$ cat src/rtl/lock_pkg.sv
`default_nettype none
// ============================================================================
// Module   : lock_pkg
// Brief    : Shared state encodings, digit encodings and default code for the
//            two-button lock supervisor.
// Revision : 1.0 - initial release
// ============================================================================
package lock_pkg;

    localparam int unsigned c_STATE_W = 3;

    localparam logic [c_STATE_W-1:0] c_ST_IDLE     = 3'd0;
    localparam logic [c_STATE_W-1:0] c_ST_ENTRY    = 3'd1;
    localparam logic [c_STATE_W-1:0] c_ST_UNLOCKED = 3'd2;
    localparam logic [c_STATE_W-1:0] c_ST_LOCKOUT  = 3'd3;
    localparam logic [c_STATE_W-1:0] c_ST_PROGRAM  = 3'd4;

    localparam logic c_DIGIT_B0 = 1'b0;
    localparam logic c_DIGIT_B1 = 1'b1;

    // Wide enough for the longest supported code; the top slices it down.
    localparam int unsigned c_DEFAULT_CODE_LEN = 5;
    localparam logic [7:0]  c_DEFAULT_CODE     = 8'b0000_1011;

endpackage
`default_nettype wire

$ cat src/rtl/lock_timer.sv
`default_nettype none
// ============================================================================
// Module   : lock_timer
// Brief    : Loadable saturating down-counter shared by UNLOCKED and LOCKOUT.
// Revision : 1.0 - initial release
// ============================================================================
module lock_timer #(
    parameter int unsigned WIDTH = 13
) (
    input  logic             clk,
    input  logic             rst,
    input  logic             i_load,
    input  logic [WIDTH-1:0] i_load_value,
    output logic             o_expired
);

    logic [WIDTH-1:0] r_count;

    always_ff @(posedge clk or posedge rst) begin
        if (rst) begin
            r_count <= '0;
        end else if (i_load) begin
            r_count <= i_load_value;
        end else if (r_count != '0) begin
            r_count <= r_count - 1'b1;
        end
    end

    // Flags the edge on which the count reaches zero, so a load of N
    // yields exactly N cycles in the owning state.
    assign o_expired = (r_count <= WIDTH'(1));

endmodule
`default_nettype wire

$ cat src/rtl/lock_supervisor.sv
`default_nettype none
// ============================================================================
// Module   : lock_supervisor
// Brief    : Attempt-based two-button lock controller with fail counting,
//            timed lockout, bounded unlock and in-field code re-programming.
// Revision : 1.0 - initial release
// ============================================================================
module lock_supervisor
    import lock_pkg::*;
#(
    parameter int unsigned          CODE_LEN       = c_DEFAULT_CODE_LEN,
    parameter logic [CODE_LEN-1:0]  DEFAULT_CODE   = c_DEFAULT_CODE[CODE_LEN-1:0],
    parameter int unsigned          MAX_FAIL       = 3,
    parameter int unsigned          UNLOCK_CYCLES  = 1000,
    parameter int unsigned          LOCKOUT_CYCLES = 5000,
    parameter int unsigned          ENTRY_TIMEOUT  = 2000
) (
    input  logic       clk,
    input  logic       rst,
    input  logic       b0,
    input  logic       b1,
    input  logic       prog_req,
    output logic       unlock,
    output logic       locked_out,
    output logic [2:0] fail_cnt,
    output logic [2:0] state
);

    localparam int unsigned c_TIMER_MAX = (UNLOCK_CYCLES > LOCKOUT_CYCLES) ?
                                          UNLOCK_CYCLES : LOCKOUT_CYCLES;
    localparam int unsigned c_TIMER_W   = $clog2(c_TIMER_MAX + 1);
    localparam int unsigned c_IDLE_W    = $clog2(ENTRY_TIMEOUT + 1);
    localparam int unsigned c_PRESS_W   = $clog2(CODE_LEN + 1);

    localparam logic [c_TIMER_W-1:0] c_UNLOCK_LOAD  = c_TIMER_W'(UNLOCK_CYCLES);
    localparam logic [c_TIMER_W-1:0] c_LOCKOUT_LOAD = c_TIMER_W'(LOCKOUT_CYCLES);
    localparam logic [c_PRESS_W-1:0] c_LAST_PRESS   = c_PRESS_W'(CODE_LEN - 1);
    localparam logic [c_IDLE_W-1:0]  c_TIMEOUT_LAST = c_IDLE_W'(ENTRY_TIMEOUT - 1);
    localparam logic [2:0]           c_MAX_FAIL     = 3'(MAX_FAIL);

    logic [c_STATE_W-1:0] r_state;
    logic [c_STATE_W-1:0] w_next_state;

    logic [CODE_LEN-1:0]  r_entry;
    logic [CODE_LEN-1:0]  r_stage;
    logic [CODE_LEN-1:0]  r_code;
    logic [2:0]           r_fail;
    logic [c_PRESS_W-1:0] r_press_cnt;
    logic [c_IDLE_W-1:0]  r_idle_cnt;

    logic                 w_valid;
    logic                 w_digit;
    logic                 w_last_press;
    logic                 w_timeout;
    logic                 w_in_attempt;
    logic [CODE_LEN-1:0]  w_entry_shift;
    logic [CODE_LEN-1:0]  w_stage_shift;
    logic                 w_match;
    logic [2:0]           w_fail_plus;
    logic                 w_timer_expired;

    logic                 w_timer_load;
    logic [c_TIMER_W-1:0] w_timer_value;
    logic                 w_fail_inc;
    logic                 w_fail_clr;
    logic                 w_code_write;

    // A cycle with both buttons high is not a press at all.
    assign w_valid       = b0 ^ b1;
    assign w_digit       = b1 ? c_DIGIT_B1 : c_DIGIT_B0;
    assign w_last_press  = (r_press_cnt == c_LAST_PRESS);
    assign w_in_attempt  = (r_state == c_ST_ENTRY) || (r_state == c_ST_PROGRAM);
    assign w_timeout     = (r_idle_cnt == c_TIMEOUT_LAST) && !w_valid;
    assign w_entry_shift = {r_entry[CODE_LEN-2:0], w_digit};
    assign w_stage_shift = {r_stage[CODE_LEN-2:0], w_digit};
    assign w_match       = (w_entry_shift == r_code);
    assign w_fail_plus   = (r_fail == c_MAX_FAIL) ? r_fail : r_fail + 3'd1;

    lock_timer #(
        .WIDTH        (c_TIMER_W)
    ) u_timer (
        .clk          (clk),
        .rst          (rst),
        .i_load       (w_timer_load),
        .i_load_value (w_timer_value),
        .o_expired    (w_timer_expired)
    );

    always_ff @(posedge clk or posedge rst) begin
        if (rst) begin
            r_state <= c_ST_IDLE;
        end else begin
            r_state <= w_next_state;
        end
    end

    always_comb begin
        w_next_state  = r_state;
        w_timer_load  = 1'b0;
        w_timer_value = c_UNLOCK_LOAD;
        w_fail_inc    = 1'b0;
        w_fail_clr    = 1'b0;
        w_code_write  = 1'b0;
        case (r_state)
            c_ST_IDLE: begin
                if (w_valid) begin
                    w_next_state = c_ST_ENTRY;
                end
            end
            c_ST_ENTRY: begin
                if (w_valid) begin
                    if (w_last_press) begin
                        if (w_match) begin
                            w_next_state = c_ST_UNLOCKED;
                            w_timer_load = 1'b1;
                            w_fail_clr   = 1'b1;
                        end else begin
                            w_fail_inc = 1'b1;
                            if (w_fail_plus == c_MAX_FAIL) begin
                                w_next_state  = c_ST_LOCKOUT;
                                w_timer_load  = 1'b1;
                                w_timer_value = c_LOCKOUT_LOAD;
                            end else begin
                                w_next_state = c_ST_IDLE;
                            end
                        end
                    end
                end else if (w_timeout) begin
                    w_next_state = c_ST_IDLE;
                end
            end
            c_ST_UNLOCKED: begin
                if (w_valid || w_timer_expired) begin
                    w_next_state = c_ST_IDLE;
                end else if (prog_req) begin
                    w_next_state = c_ST_PROGRAM;
                end
            end
            c_ST_LOCKOUT: begin
                if (w_timer_expired) begin
                    w_next_state = c_ST_IDLE;
                    w_fail_clr   = 1'b1;
                end
            end
            c_ST_PROGRAM: begin
                if (w_valid) begin
                    if (w_last_press) begin
                        w_next_state = c_ST_UNLOCKED;
                        w_timer_load = 1'b1;
                        w_code_write = 1'b1;
                    end
                end else if (w_timeout) begin
                    w_next_state = c_ST_IDLE;
                end
            end
            default: begin
                w_next_state = c_ST_IDLE;
            end
        endcase
    end

    always_comb begin
        unlock     = (r_state == c_ST_UNLOCKED);
        locked_out = (r_state == c_ST_LOCKOUT);
        state      = r_state;
        fail_cnt   = r_fail;
    end

    always_ff @(posedge clk or posedge rst) begin
        if (rst) begin
            r_entry     <= '0;
            r_stage     <= '0;
            r_code      <= DEFAULT_CODE;
            r_fail      <= 3'd0;
            r_press_cnt <= '0;
            r_idle_cnt  <= '0;
        end else begin
            // Stale bits from earlier attempts are shifted out after CODE_LEN presses.
            if (((r_state == c_ST_IDLE) || (r_state == c_ST_ENTRY)) && w_valid) begin
                r_entry <= w_entry_shift;
            end
            if ((r_state == c_ST_PROGRAM) && w_valid) begin
                r_stage <= w_stage_shift;
            end
            if (w_code_write) begin
                r_code <= w_stage_shift;
            end
            if (w_fail_clr) begin
                r_fail <= 3'd0;
            end else if (w_fail_inc) begin
                r_fail <= w_fail_plus;
            end
            if ((w_next_state == c_ST_ENTRY) || (w_next_state == c_ST_PROGRAM)) begin
                r_press_cnt <= r_press_cnt + c_PRESS_W'(w_valid);
            end else begin
                r_press_cnt <= '0;
            end
            if (w_in_attempt && !w_valid && !w_timeout) begin
                r_idle_cnt <= r_idle_cnt + 1'b1;
            end else begin
                r_idle_cnt <= '0;
            end
        end
    end

endmodule
`default_nettype wire

$ cat config.mk
export PLATFORM = sky130hd
export DESIGN_NAME = lock_supervisor
export DESIGN_NICKNAME = d
export VERILOG_FILES = /design/src/rtl/lock_pkg.sv /design/src/rtl/lock_timer.sv /design/src/rtl/lock_supervisor.sv
export SDC_FILE = /design/constraint.sdc
export NUM_CORES = 1
export LEC_CHECK = 0
export ABC_AREA = 1
export CAP_MARGIN = 5
export CORE_ASPECT_RATIO = 1.4
export CORE_MARGIN = 2
export CORE_UTILIZATION = 35
export CTS_BUF_LIST = sky130_fd_sc_hd__clkbuf_16
export CTS_CLUSTER_DIAMETER = 80
export DETAILED_ROUTE_END_ITERATION = 10
export PLACE_DENSITY = 0.58
export SYNTH_ARGS = -nofsm -noshare
export SYNTH_HDL_FRONTEND = slang
export SYNTH_SLANG_ARGS = --single-unit
$ cat constraint.sdc
create_clock -name clk -period 1.35 [get_ports clk]
set_input_delay 0.27 -clock clk [delete_from_list [all_inputs] [get_ports clk]]
set_output_delay 0.27 -clock clk [all_outputs]
set_load 0.05 [all_outputs]
==> results of run 1 <==
-- state kept, by name, indices dropped and copies added, names as in the netlist --
register / cells
r_idle_cnt: 11
u_timer.r_count: 13
r_press_cnt: 3
r_code: 5
r_entry: 4
state: 3
r_stage: 4
fail_cnt: 3
-- through the flow --
stage	setup slack, ns	cell area, um2	TNS, ns	hold slack (ns)	std cells
finish	-0.359	4500	-8.08	0.395	538
detailed placement	-0.666	3500	-23.90	0.473	497
floorplan	-0.261	2600	-5.07	0.286	319
CTS	-0.311	4160	-6.88	0.407	524
global route	-0.446	4500	-11.18	0.433	538
global placement	-0.617	3500	-22.39	0.465	497
-- worst max-delay path by stage --
stage / cells after the start / end / start / slack [ns]
5_1_grt: 11 / r_press_cnt[2] / u_timer.r_count[9] / -0.45
4_1_cts: 5 / unlock / state[1] / -0.31
2_1_floorplan: 9 / r_press_cnt[2] / state[2] / -0.26
3_3_place_gp: 10 / r_press_cnt[2] / b1 / -0.62
6_report: 10 / state[2] / state[0] / -0.36
3_5_place_dp: 11 / r_press_cnt[1] / b1 / -0.67
-- worst register-to-register path: stages (launching register included) --
cell     delay (ns)
dfrtp_4        0.52
nor3_4         0.22
buf_4          0.14
buf_4          0.09
buf_4          0.09
nand2_1        0.05
nor2_1         0.13
nor2_1         0.10
buf_4          0.15
buf_4          0.13
inv_2          0.04
-- layer usage --
layer | wire length (um) | vias to the layer above | track usage
li1 | - | 1252 | -
met2 | 4170 | 44 | 0.353
met5 | 0 | - | 0
met1 | 2700 | 1227 | 0.185
met4 | 195 | 0 | 0.0506
met3 | 164 | 17 | 0.0216
-- final cells by class --
class / count / area, um2 / share of cell area
multi-input cells: 217 / 1650 / 0.367
clock inverters: 3 / 68.8 / 0.0153
repair buffers: 117 / 1130 / 0.251
well taps: 95 / 119 / 0.0264
flip-flops and latches: 46 / 1160 / 0.259
inverters: 55 / 240 / 0.0533
clock buffers: 5 / 125 / 0.0278
-- kinds of logic (layout without fill, tap and decap cells) --
group / count (synthesis) / count (layout) / synth area share
buffers and inverters: 57 / 180 / 0.0872
flip-flops: 46 / 46 / 0.455
multiplexers: 1 / 1 / 0.00394
AND/OR/NAND/NOR: 161 / 162 / 0.303
adder cells (fa/ha/maj): 7 / 7 / 0.0345
XOR/XNOR: 11 / 11 / 0.0379
AO/OA/AOI/OAI: 36 / 36 / 0.0783
-- timing repair --
| item | CTS | global route |
|---|---|---|
| endpoints found under the setup margin | 50 | 46 |
| pin swaps | 17 | 35 |
| gates resized for setup | 89 | 76 |
| cloned | 2 | 0 |
| setup buffers | 18 | 17 |
-- synth_stat cells (all sizes together) --
cell type / count / area share
nand2: 70 / 0.12
inv: 55 / 0.083
nor2: 52 / 0.090
dfrtp: 43 / 0.42
o21ai: 19 / 0.037
nand3: 15 / 0.033
nor3: 14 / 0.034
a21oi: 9 / 0.018
xor2: 8 / 0.028
ha: 7 / 0.034
nor3b: 5 / 0.015
nand4: 4 / 0.0099
dfstp: 3 / 0.031
o211ai: 3 / 0.0089
xnor2: 3 / 0.010
a211oi: 2 / 0.0059
buf: 2 / 0.0039
mux2i: 1 / 0.0039
nand3b: 1 / 0.0030
o21a: 1 / 0.0030
o22ai: 1 / 0.0025
o31ai: 1 / 0.0030
-- power groups by stage --
stage	sequential, W	clock [W]	combinational [W]
after floorplan	0.00197	0	0.000693
after global placement	0.00183	0	0.00159
after detailed placement	0.00184	0	0.00162
after CTS	0.00184	0.00162	0.00194
after global routing	0.00192	0.00168	0.00246
final	0.00188	0.00160	0.00226
==> results.md, run 1 <==
* Total power at ~0.0057 W
* Clock transition at the registers of the reported paths at 0.06 ns
* Max_cap viols at 0
* Most frequent cells in the layout: buf_4, dfrtp_1, nand2_1
* Worst-path maximum fanout at 4
* Largest net degree at the start of global routing at 47
* Seq/Total Area, Yosys at 0.455
* Detail Route Antenna Nets at 0
* Synth warn at 0
* RR Startpoint: state[0]
* FF-to-FF End: state[2]
* DR DRC count at 0
* Nature of the critical path startpoint: flip-flop
* Sw Share at 0.332
* Pre-Repair DR Iteration Count at 4
* Growth of design area from synthesis to finish at 77.3%
* Worst relative slew slack at 0.745
* Net Sw Power at 0.00191 W
* Global route total overflow at 0
* Final hold viol count at 0
* Initial antenna violation count at 0
* Slowest stage cell, crit path: dfrtp_4
* Reg2reg setup slack at -0.36 ns
* Final setup viols at 45
* Post-layout util at 0.645
* Yosys cell types at 32
* Row count at 36
* Pleak at 2.11 nW
* Via count at between 2k and 3k
* Initial core utilization at 0.364
* Number of CTS-inserted buffers at 5
* Critical Path End Type: flip-flop
* I/O Buffers at 12
* Synth Cell Area at 2540 um2
* Cell breakdown of the critical path: nor3_4 -> buf_4 -> buf_4 -> buf_4 -> nand2_1 -> nor2_1 -> nor2_1 -> buf_4 -> buf_4 -> inv_2
* Top Family by Delay on Critical Path: buffers and inverters
* CP most frequent cell: buf_4
* Worst-Margin Slew at 0.381 ns
* ANT cells at 0
* Drt initial violations at 127
* Die Width at 76.0 um
* Mean post-synth cell area at 7.96 um2
* Mapped Nets at 331
* # fillers at 531
* CTS Hold Buffers Added at 0
* Global-route wire length before repair at about 11000 um
* Tcrit/Tclk final at 1.27
* Worst-Skew Late Latency at 0.29 ns
* Gpl congestion at 0.839
* Most common cell after layout, fill and taps aside: buf_4
* Register bit total from synthesis at 46
* CTS sink count at 46
* Min Tclk post-route at 1.71 ns
* Root Driver: clkbuf_16
* Worst Reg-to-Reg Cells at 10
* Critical path type: reg2reg
* Vias in the first global route at ~2.6k
* H-tree levels at 2
* Arrival @ worst endpoint at 1.94 ns
* Layout cell share with drive strength beyond 1 at 0.578
* Failing checks: negative setup slack
* Post-Route Skew at 0.00430 ns
* Buf/Inv on CP at 6
* Pwr per Cell Area at 1270 nW/um2
* Die height at 105 um
* Pins Over Slew Limit at 0
* Nets at 454
* Dpl hpwl at between 4000 and 5000 um
* Total Routing Usage GR at 0.175
* RSZ-0062 raised after global routing: true
* Syn Inst Count at 319
* Core Box Area at 6980 um2
* Status: finished, violations left
* Max stage delay on crit path at between 0.5 and 0.6 ns
* Combinational power share at 0.393
* CTS tree: built
* Wire per inst at 13.4 um
* Internal power at approximately 0.0038 W
* DR vias/cell at 4.72
* PnR worst setup slack at -0.359 ns
* Max Freq at roughly 580 MHz
* CP required at approximately 1.6 ns
* CTS Buffer Depth at 2
* # IOs at 13
* Clk pwr share at 0.278
* Worst VDD drop at 0.583 mV
* Sequential power share at 0.328
* WL final at 7220 um
* Hold crit path type: in2async
* Full die area at 7960 um2
No activity file was read; power rests on OpenSTA's default activity.
==> inputs of run 2 (changes only) <==
--- a/config.mk
+++ b/config.mk
@@ -6,9 +6,7 @@
 export NUM_CORES = 1
 export LEC_CHECK = 0
 export ABC_AREA = 1
-export CAP_MARGIN = 5
-export CORE_ASPECT_RATIO = 1.4
-export CORE_MARGIN = 2
+export CAP_MARGIN = 20
 export CORE_UTILIZATION = 35
 export CTS_BUF_LIST = sky130_fd_sc_hd__clkbuf_16
 export CTS_CLUSTER_DIAMETER = 80
==> run 2 against run 1 <==
Power fell by 5.3%. The run still ends with negative setup slack left. Via count decreased by 3.8%. Global-route usage rose by 1.1 points. Register-to-register slack improved by 0.06 ns. Utilization decreased by 2.4 points. Clock skew rose by 0.0061 ns. Sequential power shrank 3%.
==> results.md, run 2 (same netlist as run 1, synthesis figures left out) <==
* H-tree levels at 2
* Arrival @ worst endpoint at between 1.5 and 2 ns
* Dpl hpwl at about 4200 um
* Clock transition at the registers of the reported paths at 0.07 ns
* Die height at 87.2 um
* Worst-path maximum fanout at 5
* Worst-Skew Late Latency at 0.29 ns
* Via count at 2443
* Critical Path End Type: flip-flop
* Number of CTS-inserted buffers at 5
* WHS at between 0.3 and 0.4 ns
* Gpl congestion at 0.898
* Drt initial violations at 77
* Max FFs per register at 13
* Pwr per Cell Area at 1270 nW/um2
* Post-layout util at 0.621
* Pre-Repair DR Iteration Count at 4
* Worst relative slew slack at 0.771
* Initial antenna violation count at 0
* Largest net degree at the start of global routing at 47
* Status: finished, violations left
* Worst VDD drop at 0.960 mV
* CP required at between 1.5 and 2 ns
* Slowest stage cell, crit path: dfstp_2
* Global route total overflow at 0
* FF-to-FF End: r_press_cnt[0]
* Max stage delay on crit path at 0.54 ns
* Nature of the critical path startpoint: flip-flop
* Total Routing Usage GR at 0.186
* PnR worst setup slack at -0.299 ns
* Critical path type: reg2reg
* Root Driver: clkbuf_16
* Vias in the first global route at 2455
* Worst Reg-to-Reg Cells at 11
* CTS sink count at 46
* Hold crit path type: in2async
* CTS Hold Buffers Added at 0
* DR DRC count at 0
* Worst-Margin Slew at ~0.34 ns
* Wire per inst at 12.4 um
* ANT cells at 0
* Tcrit/Tclk final at 1.22
* Biggest regs: u_timer.r_count x13, r_idle_cnt x11, r_code x5
* Detail Route Antenna Nets at 0
* Full die area at between 7000 and 8000 um2
* Max Freq at 606 MHz
* DR vias/cell at 4.65
* Final setup viols at 44
* Global-route wire length before repair at roughly 11000 um
* CTS Buffer Depth at 2
* Nets at 440
* Largest Register: u_timer.r_count
* Final hold viol count at 0
* Initial core utilization at 0.368
* CTS tree: built
* Core Box Area at between 6000 and 7000 um2
* CP startpoint: r_code[1]
* Growth of design area from synthesis to finish at 69.0%
* Most frequent cells in the layout: buf_4, nand2_1, inv_1, dfrtp_1, nor2_1
* Pins Over Slew Limit at 0
* WL final at 6520 um
* Cell breakdown of the critical path: inv_2 -> nand2_1 -> nand2_1 -> nor2_2 -> nand3_4 -> nand3_4 -> nand2_4 -> nor2_4 -> nand3_1 -> nand2_2 -> nor2_1
* RR Startpoint: r_code[1]
* RSZ-0062 raised after global routing: true
* Die Width at 87.2 um
* Most common cell after layout, fill and taps aside: buf_4
* Min Tclk post-route at 1.65 ns
* Pleak at 2.00 nW
* Layout cell share with drive strength beyond 1 at 0.508
* Post-Route Skew at 0.0104 ns
* I/O Buffers at 12
* Failing checks: negative setup slack
* # IOs at 13
* Max_cap viols at 0
* Reg2reg setup slack at -0.30 ns
* Row count at 30
-- run 2: critical path, delay by kind of cell (launching register included) --
| kind | cells | cell delay [ns] |
|---|---|---|
| flops | 1 | 0.54 |
| buf+inv | 1 | 0.04 |
| simple gates | 10 | 0.93 |
-- run 2: worst max path at each step --
stage / endpoint / slack [ns]
after floorplan: r_press_cnt[2] / -0.26
after global placement: r_press_cnt[2] / -0.59
after detailed placement: r_press_cnt[0] / -0.66
after CTS: locked_out / -0.29
after global routing: r_press_cnt[2] / -0.44
final: r_press_cnt[0] / -0.30
-- run 2: stage by stage --
stage	power (W)	setup TNS (ns)	cell area [um2]	std cells	worst slack [ns]
2_1_floorplan	0.00266	-5.07	2600	319	-0.261
3_3_place_gp	0.00342	-21.48	3460	496	-0.593
3_5_place_dp	0.00344	-23.46	3460	496	-0.662
4_1_cts	0.00528	-7.67	4110	522	-0.293
5_1_grt	0.00573	-12.53	4290	525	-0.437
6_report	0.00543	-8.30	4290	525	-0.299
-- run 2: final cells by class --
class,instances,area (um2)
clock inverters,3,43.8
fillers,565,2620
clock buffers,5,125
multi-input cells,217,1580
repair buffers,103,1020
well taps,96,120
flip-flops and latches,46,1160
inverters,55,238
-- run 2: power by group --
group	leakage, nW	internal (W)	switching, W
logic	1.34	0.00110	0.00110
clock network	0.0842	0.000876	0.000523
registers	0.571	0.00163	0.000200
total	2.00	0.00360	0.00183
-- run 2: per-layer routing --
layer,global-route usage,part of all wire,vias to the layer above
met2,0.331,0.52,31
met5,0,0,-
li1,-,-,1224
met1,0.232,0.44,1184
met3,0.0341,0.030,4
met4,0.0462,0.0098,0
-- run 2: timing repair --
item / in CTS / in global routing
resized for setup: 87 / 50
setup endpoints to repair: 46 / 46
buffers inserted: 19 / 10
cloned: 1 / 0
pin swaps: 24 / 18
==> inputs of run 3 (changes only) <==
--- a/config.mk
+++ b/config.mk
@@ -12,6 +12,7 @@
 export CTS_CLUSTER_DIAMETER = 80
 export DETAILED_ROUTE_END_ITERATION = 10
 export PLACE_DENSITY = 0.58
+export SKIP_CTS_REPAIR_TIMING = 1
 export SYNTH_ARGS = -nofsm -noshare
 export SYNTH_HDL_FRONTEND = slang
 export SYNTH_SLANG_ARGS = --single-unit
==> run 3 against run 2 <==
The run still ends with negative setup slack left. Die area unchanged. Power down 6.0%. Cell area decreased by 8.2%. Hold slack got worse by 0.036 ns. Maximum frequency down 0.36%. Critical path depth decreased by 6. Highest routed layer unchanged.
==> results.md, run 3 (same netlist as run 1, synthesis figures left out) <==
* Arrival @ worst endpoint at 1.39 ns
* HP Start: b1
* CTS tree: built
* H-tree levels at 2
* Die height at 87.2 um
* Pins Over Slew Limit at 0
* I/O Buffers at 12
* Reg2reg setup slack at -0.27 ns
* Via count at 2329
* # IOs at 13
* Critical path type: reg2out
* Hold Crit Depth at 3
* Largest Register: u_timer.r_count
* Top Family by Delay on Critical Path: flip-flops
* Drt initial violations at 76
* Vias in the first global route at 2176
* Dpl hpwl at 4210 um
* Growth of design area from synthesis to finish at 55.1%
* CTS sink count at 46
* Initial core utilization at 0.368
* Max Freq at just over 600 MHz
* Post-Place Cells at ~500
* RSZ-0062 raised after global routing: true
* Most common cell after layout, fill and taps aside: buf_4
* Gpl congestion at 0.898
* Pre-Repair DR Iteration Count at 5
* Number of CTS-inserted buffers at 5
* Worst-Skew Late Latency at ~0.29 ns
* Pleak at 1.91 nW
* Row count at 30
* Worst Reg-to-Reg Cells at 8
* Worst relative slew slack at 0.784
* Total power at 0.00510 W
* Total Routing Usage GR at 0.160
* Final hold viol count at 0
* Global route total overflow at 0
* Largest net degree at the start of global routing at 47
* DR DRC count at 0
* RR Startpoint: state[0]
* ANT cells at 0
* Core Box Area at 6910 um2
* Global-route wire length before repair at 9520 um
* DR vias/cell at 4.51
* Die Width at 87.2 um
* Buf/Inv on CP at 4
* Layout cell share with drive strength beyond 1 at 0.419
* CP most frequent cell: buf_6
* Nets at 431
* Slowest stage cell, crit path: dfrtp_4
* Fin area at 3940 um2
* Full die area at 7600 um2
* Final total negative setup slack at -7.41 ns
* WL final at 5890 um
* Most frequent cells in the layout: buf_4, nand2_1, nor2_1
* Pwr per Cell Area at about 1300 nW/um2
* Max FFs per register at 13
* Biggest regs: u_timer.r_count x13, r_idle_cnt x11, r_code x5
* Max_cap viols at 0
* Post-layout util at 0.570
* WHS Endpoint: r_entry[0]
* Tcrit/Tclk final at 1.23
* Initial antenna violation count at 0
* CTS Buffer Depth at 2
* Max stage delay on crit path at 0.52 ns
* Failing checks: negative setup slack
* Critical Path End Type: primary output
* Post-route insts no fill at 516
* CP required at 1.08 ns
* Worst-path maximum fanout at 6
* Clock transition at the registers of the reported paths at around 0.070 ns
* Post-Route Skew at 0.00976 ns
* Final setup viols at 42
* Wire per inst at approximately 11 um
* Detail Route Antenna Nets at 0
* Min Tclk post-route at 1.66 ns
* Root Driver: clkbuf_16
* Worst-Margin Slew at 0.321 ns
* FF-to-FF End: u_timer.r_count[12]
* Status: finished, violations left
* Nature of the critical path startpoint: flip-flop
* PnR worst setup slack at -0.305 ns
* Placed instance area at around 3500 um2
* Worst VDD drop at between 0.9 and 1 mV
* Hold crit path type: in2reg
* Cell breakdown of the critical path: buf_6 -> nand3_4 -> clkinvlp_4 -> buf_6 -> buf_12
-- run 3: changes by cell type in the layout (fill, tap and decap cells not counted), sizes merged --
cell | previous run | this run
dlymetal6s2s | 0 | 2
dlygate4sd2 | 2 | 0
nand2 | 71 | 70
buf | 99 | 91
-- run 3: metal layers --
metal / up-vias / part of all wire / track usage
met4: 0 / 0.010 / 0.0387
li1: 1205 / - / -
met2: 20 / 0.48 / 0.263
met1: 1097 / 0.48 / 0.219
met5: - / 0 / 0
met3: 7 / 0.024 / 0.0303
-- run 3: tightest hold or removal path, delay by kind of cell --
kind / cells / cell delay [ns]
AO/OA/AOI/OAI: 1 / 0.06
buffers and inverters: 1 / 0.20
AND/OR/NAND/NOR: 1 / 0.07
-- run 3: worst max-delay path by stage --
stage	startpoint	to	slack, ns	cells past startpoint
after global routing	r_code[1]	r_press_cnt[2]	-0.38	11
after floorplan	state[2]	r_press_cnt[2]	-0.26	9
after global placement	b1	r_press_cnt[2]	-0.59	11
final	state[0]	locked_out	-0.31	5
after detailed placement	b1	r_press_cnt[0]	-0.66	12
after CTS	state[1]	locked_out	-0.39	5
-- run 3: cell type report --
cell class | instances | area [um2]
Clock buffer | 5 | 125
Clock inverter | 3 | 43.8
Fill cell | 629 | 2970
Inverter | 55 | 230
Multi-Input combinational cell | 216 | 1360
Sequential cell | 46 | 1160
Tap cell | 96 | 120
Timing Repair Buffer | 95 | 897
-- run 3: metrics by stage --
step,hold slack [ns],worst slack (ns)
2_1_floorplan,0.286,-0.261
6_report,0.350,-0.305
3_3_place_gp,0.469,-0.593
4_1_cts,0.407,-0.391
5_1_grt,0.415,-0.382
3_5_place_dp,0.471,-0.662
-- run 3: where the power goes --
part           total (W)  internal [W]  switching, W  leakage (nW)
registers        0.00184       0.00163      0.000218         0.571
logic            0.00186      0.000940      0.000918          1.25
clock network    0.00140      0.000876      0.000526        0.0842
